===== src/rtl/decode_stage.sv =====
`default_nettype none
// ----------------------------------------------------------------------------
// Module  : decode_stage
// RV32I decoder feeding a 2-entry skid FIFO towards rename.
// Optional RV32M decode is enabled by defining RV32M_EN.
// Revision: 1.0
// ----------------------------------------------------------------------------
module decode_stage #(
  parameter int ILLEGAL_PASS = 1
) (
  input  logic        clk,
  input  logic        reset,
  input  logic        mispredict,
  input  logic        valid_in,
  output logic        ready_in,
  input  logic [31:0] instr_in,
  input  logic [31:0] pc_in,
  input  logic [31:0] pc_4_in,
  output logic        valid_out,
  input  logic        ready_out,
  output logic [31:0] pc_out,
  output logic [31:0] pc_4_out,
  output logic [31:0] imm_out,
  output logic [4:0]  rs1,
  output logic [4:0]  rs2,
  output logic [4:0]  rd,
  output logic [3:0]  alu_op,
  output logic [1:0]  fu_type,
  output logic [2:0]  mem_size,
  output logic        rs1_used,
  output logic        rs2_used,
  output logic        rd_we,
  output logic        is_branch,
  output logic        is_jump,
  output logic        is_load,
  output logic        is_store,
  output logic        illegal
);

  localparam logic [6:0] c_opc_lui    = 7'b0110111;
  localparam logic [6:0] c_opc_auipc  = 7'b0010111;
  localparam logic [6:0] c_opc_jal    = 7'b1101111;
  localparam logic [6:0] c_opc_jalr   = 7'b1100111;
  localparam logic [6:0] c_opc_branch = 7'b1100011;
  localparam logic [6:0] c_opc_load   = 7'b0000011;
  localparam logic [6:0] c_opc_store  = 7'b0100011;
  localparam logic [6:0] c_opc_opimm  = 7'b0010011;
  localparam logic [6:0] c_opc_op     = 7'b0110011;
  localparam logic [6:0] c_opc_fence  = 7'b0001111;

  localparam logic [6:0] c_f7_base = 7'b0000000;
  localparam logic [6:0] c_f7_alt  = 7'b0100000;
  localparam logic [6:0] c_f7_mul  = 7'b0000001;

  localparam logic [3:0] c_alu_add  = 4'b0000;
  localparam logic [3:0] c_alu_pass = 4'b1111;

  localparam logic [1:0] c_fu_alu = 2'd0;
  localparam logic [1:0] c_fu_bru = 2'd1;
  localparam logic [1:0] c_fu_lsu = 2'd2;
  localparam logic [1:0] c_fu_mul = 2'd3;

  localparam bit c_pass = (ILLEGAL_PASS != 0);

`ifdef RV32M_EN
  localparam bit c_m_en = 1'b1;
`else
  localparam bit c_m_en = 1'b0;
`endif

  typedef struct packed {
    logic [31:0] pc;
    logic [31:0] pc_4;
    logic [31:0] imm;
    logic [4:0]  rs1;
    logic [4:0]  rs2;
    logic [4:0]  rd;
    logic [3:0]  alu_op;
    logic [1:0]  fu_type;
    logic [2:0]  mem_size;
    logic        rs1_used;
    logic        rs2_used;
    logic        rd_we;
    logic        is_branch;
    logic        is_jump;
    logic        is_load;
    logic        is_store;
    logic        illegal;
  } dec_t;

  logic [6:0]  opcode;
  logic [2:0]  funct3;
  logic [6:0]  funct7;
  logic [31:0] imm_i;
  logic [31:0] imm_s;
  logic [31:0] imm_b;
  logic [31:0] imm_u;
  logic [31:0] imm_j;
  logic        legal;
  logic        has_rd;
  dec_t        dec;

  assign opcode = instr_in[6:0];
  assign funct3 = instr_in[14:12];
  assign funct7 = instr_in[31:25];
  assign imm_i  = {{20{instr_in[31]}}, instr_in[31:20]};
  assign imm_s  = {{20{instr_in[31]}}, instr_in[31:25], instr_in[11:7]};
  assign imm_b  = {{19{instr_in[31]}}, instr_in[31], instr_in[7], instr_in[30:25],
                   instr_in[11:8], 1'b0};
  assign imm_u  = {instr_in[31:12], 12'h000};
  assign imm_j  = {{11{instr_in[31]}}, instr_in[31], instr_in[19:12], instr_in[20],
                   instr_in[30:21], 1'b0};

  // Opcodes are matched on all 7 bits, so instr_in[1:0] != 2'b11 falls to default.
  always_comb begin
    legal  = 1'b0;
    has_rd = 1'b0;
    dec    = '0;
    case (opcode)
      c_opc_lui: begin
        legal      = 1'b1;
        has_rd     = 1'b1;
        dec.imm    = imm_u;
        dec.alu_op = c_alu_pass;
      end
      c_opc_auipc: begin
        legal      = 1'b1;
        has_rd     = 1'b1;
        dec.imm    = imm_u;
        dec.alu_op = c_alu_add;
      end
      c_opc_jal: begin
        legal       = 1'b1;
        has_rd      = 1'b1;
        dec.imm     = imm_j;
        dec.fu_type = c_fu_bru;
        dec.is_jump = 1'b1;
      end
      c_opc_jalr: begin
        legal        = (funct3 == 3'd0);
        has_rd       = 1'b1;
        dec.rs1_used = 1'b1;
        dec.imm      = imm_i;
        dec.fu_type  = c_fu_bru;
        dec.is_jump  = 1'b1;
      end
      c_opc_branch: begin
        legal         = (funct3 != 3'd2) && (funct3 != 3'd3);
        dec.rs1_used  = 1'b1;
        dec.rs2_used  = 1'b1;
        dec.imm       = imm_b;
        dec.fu_type   = c_fu_bru;
        dec.is_branch = 1'b1;
        dec.alu_op    = {1'b0, funct3};
      end
      c_opc_load: begin
        legal        = (funct3 != 3'd3) && (funct3 < 3'd6);
        has_rd       = 1'b1;
        dec.rs1_used = 1'b1;
        dec.imm      = imm_i;
        dec.fu_type  = c_fu_lsu;
        dec.is_load  = 1'b1;
        dec.mem_size = funct3;
      end
      c_opc_store: begin
        legal        = (funct3 < 3'd3);
        dec.rs1_used = 1'b1;
        dec.rs2_used = 1'b1;
        dec.imm      = imm_s;
        dec.fu_type  = c_fu_lsu;
        dec.is_store = 1'b1;
        dec.mem_size = funct3;
      end
      c_opc_opimm: begin
        case (funct3)
          3'd1:    legal = (funct7 == c_f7_base);
          3'd5:    legal = (funct7 == c_f7_base) || (funct7 == c_f7_alt);
          default: legal = 1'b1;
        endcase
        has_rd       = 1'b1;
        dec.rs1_used = 1'b1;
        dec.imm      = imm_i;
        // Only the shift-right immediate uses funct7 to select SRA.
        dec.alu_op   = {(funct3 == 3'd5) && funct7[5], funct3};
      end
      c_opc_op: begin
        has_rd       = 1'b1;
        dec.rs1_used = 1'b1;
        dec.rs2_used = 1'b1;
        case (funct7)
          c_f7_base: begin
            legal      = 1'b1;
            dec.alu_op = {1'b0, funct3};
          end
          c_f7_alt: begin
            legal      = (funct3 == 3'd0) || (funct3 == 3'd5);
            dec.alu_op = {1'b1, funct3};
          end
          c_f7_mul: begin
            legal       = c_m_en;
            dec.fu_type = c_fu_mul;
            dec.alu_op  = {1'b0, funct3};
          end
          default: legal = 1'b0;
        endcase
      end
      c_opc_fence: begin
        legal = (funct3 == 3'd0);
      end
      default: legal = 1'b0;
    endcase

    dec.rs1   = dec.rs1_used ? instr_in[19:15] : 5'd0;
    dec.rs2   = dec.rs2_used ? instr_in[24:20] : 5'd0;
    dec.rd    = has_rd ? instr_in[11:7] : 5'd0;
    dec.rd_we = has_rd && (instr_in[11:7] != 5'd0);

    if (!legal) begin
      dec         = '0;
      dec.illegal = 1'b1;
    end
    dec.pc   = pc_in;
    dec.pc_4 = pc_4_in;
  end

  // Two-entry skid FIFO
  logic [1:0] count_q;
  logic [1:0] count_d;
  logic       rd_ptr_q;
  logic       rd_ptr_d;
  logic       wr_ptr_q;
  logic       wr_ptr_d;
  dec_t [1:0] slot_q;
  dec_t [1:0] slot_d;
  dec_t       head;
  logic       push;
  logic       pop;

  assign ready_in  = reset && (count_q != 2'd2);
  assign valid_out = (count_q != 2'd0);
  assign pop       = valid_out && ready_out;
  assign push      = valid_in && ready_in && (legal || c_pass);

  always_comb begin
    count_d  = count_q;
    rd_ptr_d = rd_ptr_q;
    wr_ptr_d = wr_ptr_q;
    slot_d   = slot_q;
    if (mispredict) begin
      count_d  = 2'd0;
      rd_ptr_d = 1'b0;
      wr_ptr_d = 1'b0;
    end else begin
      if (push) begin
        slot_d[wr_ptr_q] = dec;
        wr_ptr_d         = ~wr_ptr_q;
      end
      if (pop) begin
        rd_ptr_d = ~rd_ptr_q;
      end
      count_d = count_q + {1'b0, push} - {1'b0, pop};
    end
  end

  always_ff @(posedge clk) begin
    if (!reset) begin
      count_q  <= 2'd0;
      rd_ptr_q <= 1'b0;
      wr_ptr_q <= 1'b0;
    end else begin
      count_q  <= count_d;
      rd_ptr_q <= rd_ptr_d;
      wr_ptr_q <= wr_ptr_d;
    end
  end

  // Payload needs no reset: every read is gated by valid_out.
  always_ff @(posedge clk) begin
    slot_q <= slot_d;
  end

  assign head      = valid_out ? slot_q[rd_ptr_q] : '0;
  assign pc_out    = head.pc;
  assign pc_4_out  = head.pc_4;
  assign imm_out   = head.imm;
  assign rs1       = head.rs1;
  assign rs2       = head.rs2;
  assign rd        = head.rd;
  assign alu_op    = head.alu_op;
  assign fu_type   = head.fu_type;
  assign mem_size  = head.mem_size;
  assign rs1_used  = head.rs1_used;
  assign rs2_used  = head.rs2_used;
  assign rd_we     = head.rd_we;
  assign is_branch = head.is_branch;
  assign is_jump   = head.is_jump;
  assign is_load   = head.is_load;
  assign is_store  = head.is_store;
  assign illegal   = head.illegal;

endmodule
`default_nettype wire


===== config.mk =====
export PLATFORM = sky130hd
export DESIGN_NAME = decode_stage
export DESIGN_NICKNAME = d
export VERILOG_FILES = /design/src/rtl/decode_stage.sv
export SDC_FILE = /design/constraint.sdc
export NUM_CORES = 1
export LEC_CHECK = 0
export CAP_MARGIN = 20
export CORE_AREA = 4 4 182 131
export DETAILED_ROUTE_END_ITERATION = 10
export DIE_AREA = 0 0 186 135
export PLACE_DENSITY = 0.88
export SYNTH_ARGS = -nofsm -noshare
export SYNTH_HDL_FRONTEND = slang
export SYNTH_SLANG_ARGS = --single-unit
export TNS_END_PERCENT = 5

===== constraint.sdc =====
create_clock -name clk -period 16.75 [get_ports clk]
set_clock_uncertainty 0.05 [all_clocks]
set_input_delay 2.5125 -clock clk [delete_from_list [all_inputs] [get_ports clk]]
set_output_delay 2.5125 -clock clk [all_outputs]
set_load 0.03 [all_outputs]

# After elaboration in Yosys (flattened, before gate mapping)
# Index checks and enable logic that the tools add are counted.
[op_classes]
add_sub_neg = 2
mul = 0
div_mod_pow = 0
magnitude_cmp = 5
n_eq_ne = 17
n_shift = 0
mux = 26
bitwise_logic = 4
reduce_logical = 27
[op_table]
columns = ["operator", "count"]
rows = [
  ["$mux 128", 4],
  ["$bwmux 256", 1],
  ["$pmux 32 s5", 1],
  ["$demux 128 s1", 1],
  ["$mux 64", 1],
  ["$eq 7x6->1 const B", 4],
  ["$eq 7x7->1 const B", 3],
  ["$pmux 4 s4", 1],
  ["$mux 5", 3],
  ["$eq 7x5->1 const B", 2],
  ["$reduce_or 2->1", 6],
  ["$reduce_or 3->1", 4],
  ["$logic_and 1x1->1", 8],
  ["$pmux 4 s2", 1],
  ["$eq 7x1->1 const B", 1],
  ["$eq 7x2->1 const B", 1],
  ["$eq 7x4->1 const B", 1],
  ["$logic_not 7->1", 1],
  ["$mux 1", 7],
  ["$pmux 1 s7", 1],
  ["$reduce_or 7->1", 1],
  ["$ne 3x2->1 const B", 2],
  ["$pmux 2 s3", 1],
  ["$reduce_or 6->1", 1],
  ["18 further kinds", 24],
]
[totals]
regBits = 260
latchBits = 0
ramBits = 0
romBits = 0
in_bits = 101
out_inout_bits = 130
elab_cells = 118
memories = 0

# Longest topological paths before layout
# Gate-level depths: netlist of run 1.
[logic_depth]
word_depth = 6
depth_mapped = 9
ltp_nobuf = 9

# Worst setup path after synthesis of run 1
# OpenSTA, ideal clock, no wires.
[synth_timing]
kind = "input-to-reg"
startpoint = "input port reset"
endpoint = "register slot_q[128] (netlist bit) (enable)"
arrival_ns = 12.864
required_time_ns = 15.899
setup_slack_ns = 3.035
stages = 3
n_path_buf = 0
path_cell_list = "a21boi_0 -> nand2_1 -> nor3b_1"
[synth_between]
elab_chain_len = 3
[synth_rtl]
columns = ["element", "line_no", "source"]
rows = [
  ["from (decl)", "12", "input logic reset,"],
  ["$logic_and 1x1->1", "239", "assign ready_in = reset && (count_q != 2'd2);"],
  ["$logic_and 1x1->1", "242", "assign push = valid_in && ready_in && (legal || c_pass);"],
  ["$reduce_and 2->1 (no source line)", "n/a", ""],
  ["to (signal assigned)", "279", "slot_q <= slot_d;"],
  ["to (decl)", "233", "dec_t [1:0] slot_q;"],
]
# Every way passes these cells.
# A chain may end at the register's enable or synchronous reset.

# Worst setup path in the final report of run 1
[layout_timing]
startpoint = "register rd_ptr_q"
endpoint = "output port imm_out[15]"
[layout_between]
elab_chain_len = 3
[layout_rtl]
columns = ["element", "line_no", "source"]
rows = [
  ["from (decl)", "229", "logic rd_ptr_q;"],
  ["from (signal assigned)", "272", "rd_ptr_q <= rd_ptr_d;"],
  ["$mux 128 (not written as such) (2 in a row)", "282", "assign head = valid_out ? slot_q[rd_ptr_q] : '0;"],
  ["$mux 128", "282", ""],
  ["to (decl)", "23", "output logic [31:0] imm_out,"],
]
# Every way passes these cells. The select of a mux whose other input is x is not followed.

==> impl_results.md, run 1 <==
- Largest net degree at the start of global routing: between 80 and 90
- Final TNS setup: 0 ns
- Initial Utilization: 0.491
- Final min period: ~6.6 ns
- Top FF cell, synth: edfxtp_1
- Slew Viols, Final: 0
- Via-to-Cell Ratio: between 5 and 6
- DRT Pass-1 Iters: 7
- Leak pwr: 4.27 nW
- # H-tree levels: 1
- Crit path arrival time: between 4 and 5 ns
- Synth Instances: 760
- Post-synth ARST share: 0
- # Post-CTS Setup Buffers: 0
- Initial antenna violation count: 0
- Placed Instances: approximately 1200
- Worst Max-Slew Pin Slew: 1.01 ns
- Synth Area in Simple Gates: 0.105
- Synth Area in Compound Gates: 0.0361
- Post-synth top area cell: edfxtp_1
- Clk sinks: 260
- Routed WL: between 20000 and 30000 um
- Post-synthesis sequential area ratio: 0.712
- Worst Path Max Fanout: 54
- Final ANT Viol Nets: 0
- Post-synthesis xor/xnor area fraction: 0.00402
- Total Routing Usage GR: 0.192
- Initial DRC count: approximately 520
- Diodes inserted: 0
- Number of buffers inserted by hold repair at cts: 0
- Syn nets: 863
- Yosys top cell area share: 0.705
- Fin nets: around 1100
- Yosys warns: 0
- Synth cell count leaders: edfxtp_1, nor2_1, mux2i_1, nand2_1, a21oi_1
- CTS max path bufs: 3
- Worst min path class: reg2reg
- Final period util: 0.394
- CTS root buf: clkbuf_16
- # IOs: approximately 230
- Vias: 6860
- Post-layout util: 0.643
- Netlist Area Pre-Place: about 11000 um2
- Final Hold Viols: 0
- Grt ovf: 0
- Fin cells: around 1300
- Critical path launch point type: flip-flop
- Worst-path clk slew: approximately 0.060 ns
- Final HPWL DP: between 15000 and 20000 um
- Post_cts resized: 0
- Pwr Density: about 100 nW/um2
- Core Region: roughly 22000 um2
- Post-synth EDFFs: 256
- Die Wd: approximately 190 um
- Ranking of synthesized cells by area: edfxtp_1, mux2i_1, nor2_1
- Die span in y: 135 um
- Critical Path RT: around 14 ns
- Vias in the first global route: 6785
- Critical path class: reg2out
- Post-Syn Area per Cell: around 14 um2
- Synth cell types: 48
- Post-synthesis mux area share: 0.118
- DRC: 0
- Fmax: 0.151 GHz
- Status: finished, final reports clean
- Final setup violation count: 0
- TritonCTS clock tree: done
- Max IR drop VDD: about 0.067 mV
- Adder-Cell Fraction of Synth Area: 0.00229
- FF+latch count, synth: 260
- Largest family of logic cells by synthesized area: multiplexers
- Num CTS Buffers: 25
- Most frequent cell after synthesis: edfxtp_1
- Area Growth Syn to Fin: 30.9%
- Max-cap violations: 0
- First-pass GRT wire length: approximately 38000 um
- Pwr Total: about 1.4 mW
- Layout cell share with drive strength beyond 1: 0.0659
- Final Wtd Congestion: ~0.9
- Slew HR: 0.324
- CP Capture Type: output port
- # port buffers: 230
- Clk_lat worst skew: ~0.5 ns
- # rows: 46
- RSZ-0062 raised after global routing: false
- Die ar.: 25100 um2
- Routed len/inst: between 15 and 20 um
==> flip-flops by register name, indices dropped and copies added (netlist names) <==
| register | cells |
|---|---|
| slot_q | 256 |
| count_q | 2 |
| rd_ptr_q | 1 |
| wr_ptr_q | 1 |
==> where the power goes <==
part / switching [mW] / internal (mW)
Clock: 0.228 / 0.318
Combinational: 0.0819 / 0.0601
Sequential: 0.00398 / 0.724
==> path summary, 6_finish.rpt <==
path	startpoint	end	slack (ns)	cells after the start
min	wr_ptr_q$_SDFFE_PP0P_	wr_ptr_q$_SDFFE_PP0P_	0.55	2
max reg2reg	count_q[0]$_SDFF_PP0_	slot_q[85]$_DFFE_PP_	13.66	6
max	rd_ptr_q$_SDFFE_PP0P_	imm_out[15]	10.14	5
min reg2reg	wr_ptr_q$_SDFFE_PP0P_	wr_ptr_q$_SDFFE_PP0P_	0.55	2
==> layout by cell type, fill, tap and decap left out, types with 10 or more instances in the layout <==
| cell type | Yosys | routed |
|---|---|---|
| a21oi_1 | 26 | 26 |
| and2_1 | 10 | 10 |
| buf_4 | 0 | 10 |
| clkbuf_16 | 0 | 25 |
| clkdlybuf4s50_1 | 0 | 230 |
| edfxtp_1 | 256 | 256 |
| inv_1 | 10 | 10 |
| mux2i_1 | 129 | 129 |
| nand2_1 | 44 | 44 |
| nor2_1 | 158 | 157 |
| nor2_4 | 10 | 11 |
==> per-layer routing <==
metal | wire length [um] | share of wire | track usage | vias up
met5 | 0 | 0 | 0 | -
met4 | 351 | 0.014 | 0.0328 | 0
met3 | 1970 | 0.078 | 0.0420 | 32
met2 | 11900 | 0.47 | 0.308 | 262
met1 | 11000 | 0.44 | 0.277 | 3337
li1 | - | - | - | 3229
==> layout make-up <==
class | instances | area [um2]
clock buffer | 29 | 641
inverter | 10 | 37.5
timing repair buffer | 241 | 2400
clock inverter | 15 | 145
multi-input combinational | 447 | 2920
tap | 288 | 360
fill | 1621 | 7940
sequential | 260 | 7770
==> critical path, stage by stage, from the launching register on <==
cell             delay, ns
dfxtp_4               0.72
buf_4                 0.85
buf_4                 0.74
mux2i_1               0.16
nor2_1                0.23
clkdlybuf4s50_1       0.72
==> cell families after synthesis <==
| group | count (synthesis) |
|---|---|
| AOI/OAI and AO/OA | 59 |
| xor gates and xnor gates | 5 |
| adders and majority gates | 2 |
| buffers and inverters | 53 |
| DFF | 260 |
| muxes | 129 |
| and+or+nand+nor | 252 |
==> stage by stage <==
stage	hold slack, ns	setup slack [ns]	cell area (um2)
after CTS	0.552	10.10	14300
after floorplan	0.444	3.04	10900
after detailed placement	0.513	10.23	13500
final	0.553	10.14	14300
after global placement	0.480	10.22	13500
after global routing	0.585	9.94	14300
Power figures use the tool's default switching activity.
==> inputs of run 2 (changes only) <==
--- a/config.mk
+++ b/config.mk
@@ -6,10 +6,10 @@
 export NUM_CORES = 1
 export LEC_CHECK = 0
 export CAP_MARGIN = 20
-export CORE_AREA = 4 4 182 131
+export CORE_AREA = 4 4 190 136
 export DETAILED_ROUTE_END_ITERATION = 10
-export DIE_AREA = 0 0 186 135
-export PLACE_DENSITY = 0.88
+export DIE_AREA = 0 0 194 140
+export PLACE_DENSITY = 0.85
 export SYNTH_ARGS = -nofsm -noshare
 export SYNTH_HDL_FRONTEND = slang
 export SYNTH_SLANG_ARGS = --single-unit
==> constraint.sdc (replaced) <==
create_clock -name clk -period 5.8 [get_ports clk]
set_clock_uncertainty 0.05 [all_clocks]
set_input_delay 0.87 -clock clk [delete_from_list [all_inputs] [get_ports clk]]
set_output_delay 0.87 -clock clk [all_outputs]
set_load 0.03 [all_outputs]
==> run 2 against run 1 <==
Net effect:
- global-route usage is 0.49 points lower
- total power increased to 2.9 times the previous value
- largest power group unchanged
- final cell count increased by 3.0%
- worst hold slack got worse by 0.011 ns
- critical endpoint is now imm_out[11]
==> impl_results.md, run 2 (synthesized netlist as in run 1, its figures left out) <==
- Clk_lat worst skew: 0.53 ns
- Post_cts resized: 0
- RSZ-0062 raised after global routing: false
- Design area: 14400 um2
- Pwr Density: about 290 nW/um2
- Initial antenna violation count: 0
- Fin nets: around 1100
- Largest stage delay on the critical path: around 0.74 ns
- Worst-path clk slew: 0.06 ns
- R2R Setup Slk: 3.39 ns
- Total Routing Usage GR: 0.187
- Critical path class: reg2out
- Core Region: roughly 24000 um2
- Dpl cell area: 13600 um2
- Worst Max-Slew Pin Slew: between 0.9 and 1 ns
- Fill cells: roughly 1900
- Initial DRC count: around 560
- Die span in y: 140 um
- Hold EP: count_q[1]$_SDFF_PP0_
- Critical path launch point type: flip-flop
- Top Registers: slot_q: 256 flops, count_q: 2 flops
- Area Growth Syn to Fin: 31.8%
- Cell chain of the critical path: buf_4 -> mux2i_1 -> nor2_1 -> clkdlybuf4s50_1
- Delay-heaviest family, CP: buffers and inverters
- # Post-CTS Setup Buffers: 0
- Via-to-Cell Ratio: roughly 5.3
- Final Wtd Congestion: 0.851
- Vias: 7020
- CP bufs+invs: 2
- Leak pwr: 4.30 nW
- Hold Path Stages: 2
- Final ANT Viol Nets: 0
- CTS root buf: clkbuf_16
- Grt ovf: 0
- Diodes inserted: 0
- Slew Viols, Final: 0
- Die ar.: 27200 um2
- Max reg flops: ~260
- Worst Path Max Fanout: 33
- Largest net degree at the start of global routing: around 100
- Vias in the first global route: ~7200
- Crit path arrival time: approximately 2.8 ns
- Reg2reg start: count_q[0]$_SDFF_PP0_
- Worst min path class: reg2reg
- Critical Path RT: ~4.9 ns
- Final min period: between 3 and 4 ns
- # IOs: between 200 and 250
- Biggest register: slot_q
- # H-tree levels: 1
- DRC: 0
- Max IR drop VDD: between 0.2 and 0.25 mV
- DRT Pass-1 Iters: 5
- Layout cell share with drive strength beyond 1: 0.0677
- Final TNS setup: 0 ns
- Num CTS Buffers: 26
- Slew HR: 0.349
- Cells on worst reg2reg path: 5
- CP Capture Type: output port
- Final period util: 0.640
- TritonCTS clock tree: done
- Hold Startpoint: count_q[1]$_SDFF_PP0_
- # rows: 48
- Routed len/inst: 19.6 um
- Max-cap violations: 0
- # port buffers: 230
- Most frequent cells in the layout: edfxtp_1, clkdlybuf4s50_1, nor2_1, mux2i_1, nand2_1
- CTS max path bufs: 3
- Final setup violation count: 0
- First-pass GRT wire length: 40800 um
- Commonest non-fill, non-tap cell in the layout: edfxtp_1
- Status: finished, final reports clean
- Routed WL: between 20000 and 30000 um
- Die Wd: between 150 and 200 um
- Initial Utilization: 0.450
- Fmax: approximately 0.27 GHz
- Number of buffers inserted by hold repair at cts: 0
- Final HPWL DP: about 17000 um
- Reg2Reg Capture Point: slot_q[13]$_DFFE_PP_
- Clk sinks: 260
- Final Hold Viols: 0
- Slowest CP cell: clkdlybuf4s50_1
- Post-layout util: 0.593
-- run 2: cell count changes in the layout (fill, tap and decap cells not counted), sizes merged --
cell / delta
bufinv: -1
clkinv: -1
clkbuf: +5
clkinvlp: -1
-- run 2: worst max-delay path by stage --
stage,start,endpoint,slack [ns],cells after the start
5_1_grt,rd_ptr_q$_SDFFE_PP0P_,imm_out[11],1.93,4
3_5_place_dp,instr_in[2],slot_q[60]$_DFFE_PP_,2.22,6
2_1_floorplan,reset,slot_q[0]$_DFFE_PP_,-1.74,3
3_3_place_gp,instr_in[2],slot_q[189]$_DFFE_PP_,2.32,6
6_report,rd_ptr_q$_SDFFE_PP0P_,imm_out[11],2.09,4
4_1_cts,rd_ptr_q$_SDFFE_PP0P_,imm_out[24],2.05,4
-- run 2: tightest hold or removal path: stages, from the launching register on --
cell	delay, ns
dfxtp_1	0.35
xnor2_1	0.14
nor2_1	0.07
-- run 2: area by class of cell --
| cell class | count | area (um2) | share of cell area |
|---|---|---|---|
| repair buffers | 241 | 2410 | 0.168 |
| clock inverters | 12 | 116 | 0.00809 |
| clock buffers | 34 | 701 | 0.0487 |
| multi-input cells | 447 | 2930 | 0.204 |
| flip-flops and latches | 260 | 7770 | 0.541 |
| well taps | 325 | 407 | 0.0283 |
| inverters | 10 | 37.5 | 0.00261 |
-- run 2: per-layer routing --
| layer | up-vias | track usage | wire, um |
|---|---|---|---|
| met4 | 0 | 0.0374 | 553 |
| met1 | 3440 | 0.266 | 11500 |
| met2 | 308 | 0.302 | 12000 |
| met5 | - | 0 | 0 |
| li1 | 3231 | - | - |
| met3 | 41 | 0.0426 | 1990 |
-- run 2: metrics by stage --
step | worst slack, ns | total power, mW | hold slack (ns) | std cells
after floorplan | -1.74 | 2.35 | 0.452 | 760
after global placement | 2.32 | 2.55 | 0.512 | 1283
after detailed placement | 2.22 | 2.56 | 0.532 | 1283
after CTS | 2.05 | 4.19 | 0.545 | 1329
after global routing | 1.93 | 4.29 | 0.566 | 1329
final | 2.09 | 4.14 | 0.542 | 1329
-- run 2: report_power, final --
part	leakage, nW	switching, mW	internal (mW)	total [mW]
clock	0.403	0.683	0.936	1.62
sequential	2.18	0.0106	2.09	2.10
combinational	1.71	0.240	0.174	0.415
total	4.30	0.934	3.20	4.14
==> inputs of run 3 (changes only) <==
==> constraint.sdc (replaced) <==
create_clock -name clk -period 3.4 [get_ports clk]
set_clock_uncertainty 0.05 [all_clocks]
set_input_delay 0.51 -clock clk [delete_from_list [all_inputs] [get_ports clk]]
set_output_delay 0.51 -clock clk [all_outputs]
set_load 0.03 [all_outputs]
==> run 3 against run 2 <==
Net effect:
- non-clock buffer count rose by 8
- global-route usage decreased by 0.70 points
- sequential share of layout area is 0.73 points lower
- worst setup slack got worse by 1.7 ns
- critical path depth is the same
- via count down 0.33%
- utilization increased by 0.81 points
- first-iteration DRC count down 1.4%
- die area is the same
- routed wire length fell by 1.8%
- combinational power is 74% higher
==> impl_results.md, run 3 (synthesized netlist as in run 1, its figures left out) <==
- Diodes inserted: 0
- Worst Path Max Fanout: 21
- Max-cap violations: 0
- Num CTS Buffers: 25
- Die ar.: approximately 27000 um2
- # port buffers: between 200 and 250
- Pwr Total: just over 7 mW
- First-pass GRT wire length: 39300 um
- Final Hold Viols: 0
- CTS max path bufs: 3
- Grt ovf: 0
- Final HPWL DP: around 17000 um
- Critical Path RT: around 2.8 ns
- Final setup violation count: 0
- Total Routing Usage GR: 0.180
- Leak pwr: about 4.4 nW
- RSZ-0062 raised after global routing: false
- Max IR drop VDD: 0.417 mV
- Final period util: 0.896
- Largest net degree at the start of global routing: just over 80
- Critical path launch point type: flip-flop
- Final ANT Viol Nets: 0
- Post-layout util: 0.601
- Slew Viols, Final: 0
- # IOs: 231
- Die span in y: approximately 140 um
- Top Registers: slot_q: 256 flops, count_q: 2 flops
- # Post-CTS Setup Buffers: 0
- Commonest non-fill, non-tap cell in the layout: edfxtp_1
- Pwr Density: a little under 500 nW/um2
- Number of buffers inserted by hold repair at cts: 0
- Clk sinks: 260
- Worst-path clk slew: 0.07 ns
- DRT Pass-1 Iters: 5
- DRC: 0
- Final TNS setup: 0 ns
- Final Wtd Congestion: between 0.8 and 0.9
- Biggest register: slot_q
- Area Growth Syn to Fin: 33.6%
- Most frequent cells in the layout: edfxtp_1, clkdlybuf4s50_1, nor2_1, mux2i_1, nand2_1
- Design area: roughly 15000 um2
- Dpl cell area: 13800 um2
- Fin nets: between 1000 and 1500
- Final min period: 3.05 ns
- Worst min path class: in2reg
- Routed len/inst: between 15 and 20 um
- Post_cts resized: 0
- # rows: 48
- TritonCTS clock tree: done
- # H-tree levels: 1
- Worst Max-Slew Pin Slew: 0.795 ns
- Vias in the first global route: 7048
- Vias: 6997
- Max reg flops: between 200 and 300
- Layout cell share with drive strength beyond 1: 0.0772
- Slew HR: 0.464
- Initial antenna violation count: 0
- Critical path class: reg2out
- Via-to-Cell Ratio: 5.24
- CTS root buf: clkbuf_16
- Initial DRC count: 549
- Die Wd: between 150 and 200 um
- Clk_lat worst skew: around 0.5 ns
- Fmax: 0.328 GHz
- Status: finished, final reports clean
- Crit path arrival time: about 2.5 ns
- CP Capture Type: output port
- Core Region: 24300 um2
- Initial Utilization: 0.450
- Routed WL: around 26000 um
## run 3: changes by cell type in the layout (fill, tap and decap cells not counted), sizes merged
| cell | previous run | this run |
|---|---|---|
| bufinv | 2 | 4 |
| buf | 11 | 19 |
| clkinvlp | 0 | 3 |
| clkinv | 10 | 11 |
| clkbuf | 34 | 27 |
## run 3: cell type report
cell class | count | area [um2]
Fill cell | 1859 | 9690
Sequential cell | 260 | 7770
Multi-Input combinational cell | 447 | 2950
Timing Repair Buffer | 249 | 2580
Clock buffer | 27 | 633
Tap cell | 325 | 407
Clock inverter | 18 | 189
Inverter | 10 | 37.5
## run 3: final timing paths
path / from / end / slack, ns / cells past startpoint
max: rd_ptr_q$_SDFFE_PP0P_ / imm_out[4] / 0.35 / 4
max reg2reg: count_q[1]$_SDFF_PP0_ / count_q[1]$_SDFF_PP0_ / 1.08 / 10
min reg2reg: wr_ptr_q$_SDFFE_PP0P_ / wr_ptr_q$_SDFFE_PP0P_ / 0.55 / 2
min: pc_4_in[0] / slot_q[64]$_DFFE_PP_ / 0.53 / 1
## run 3: report_power, final
group / leakage, nW / internal, mW / total, mW / switching (mW)
Sequential: 2.18 / 3.57 / 3.59 / 0.0185
Clock: 0.394 / 1.65 / 2.78 / 1.13
Combinational: 1.80 / 0.312 / 0.724 / 0.413
## run 3: routing by layer
metal / vias to the layer above / routed length, um / track usage / part of all wire
li1: 3248 / - / - / -
met1: 3428 / 11200 / 0.258 / 0.44
met2: 292 / 11900 / 0.293 / 0.46
met3: 29 / 1990 / 0.0361 / 0.078
met4: 0 / 475 / 0.0329 / 0.019
met5: - / 0 / 0 / 0
## run 3: worst max-delay path, stage by stage (launching register included)
cell and delay [ns]:
dfxtp_4 0.62, buf_4 0.36, mux2i_1 0.13, nor2_1 0.13
clkdlybuf4s50_1 0.74
## run 3: through the flow
step	setup slack [ns]	hold WS [ns]	cells
after global placement	0.531	0.527	1291
after global routing	0.232	0.513	1336
after CTS	0.290	0.506	1336
final	0.353	0.530	1336
after detailed placement	0.397	0.541	1291
after floorplan	-1.33	0.504	760
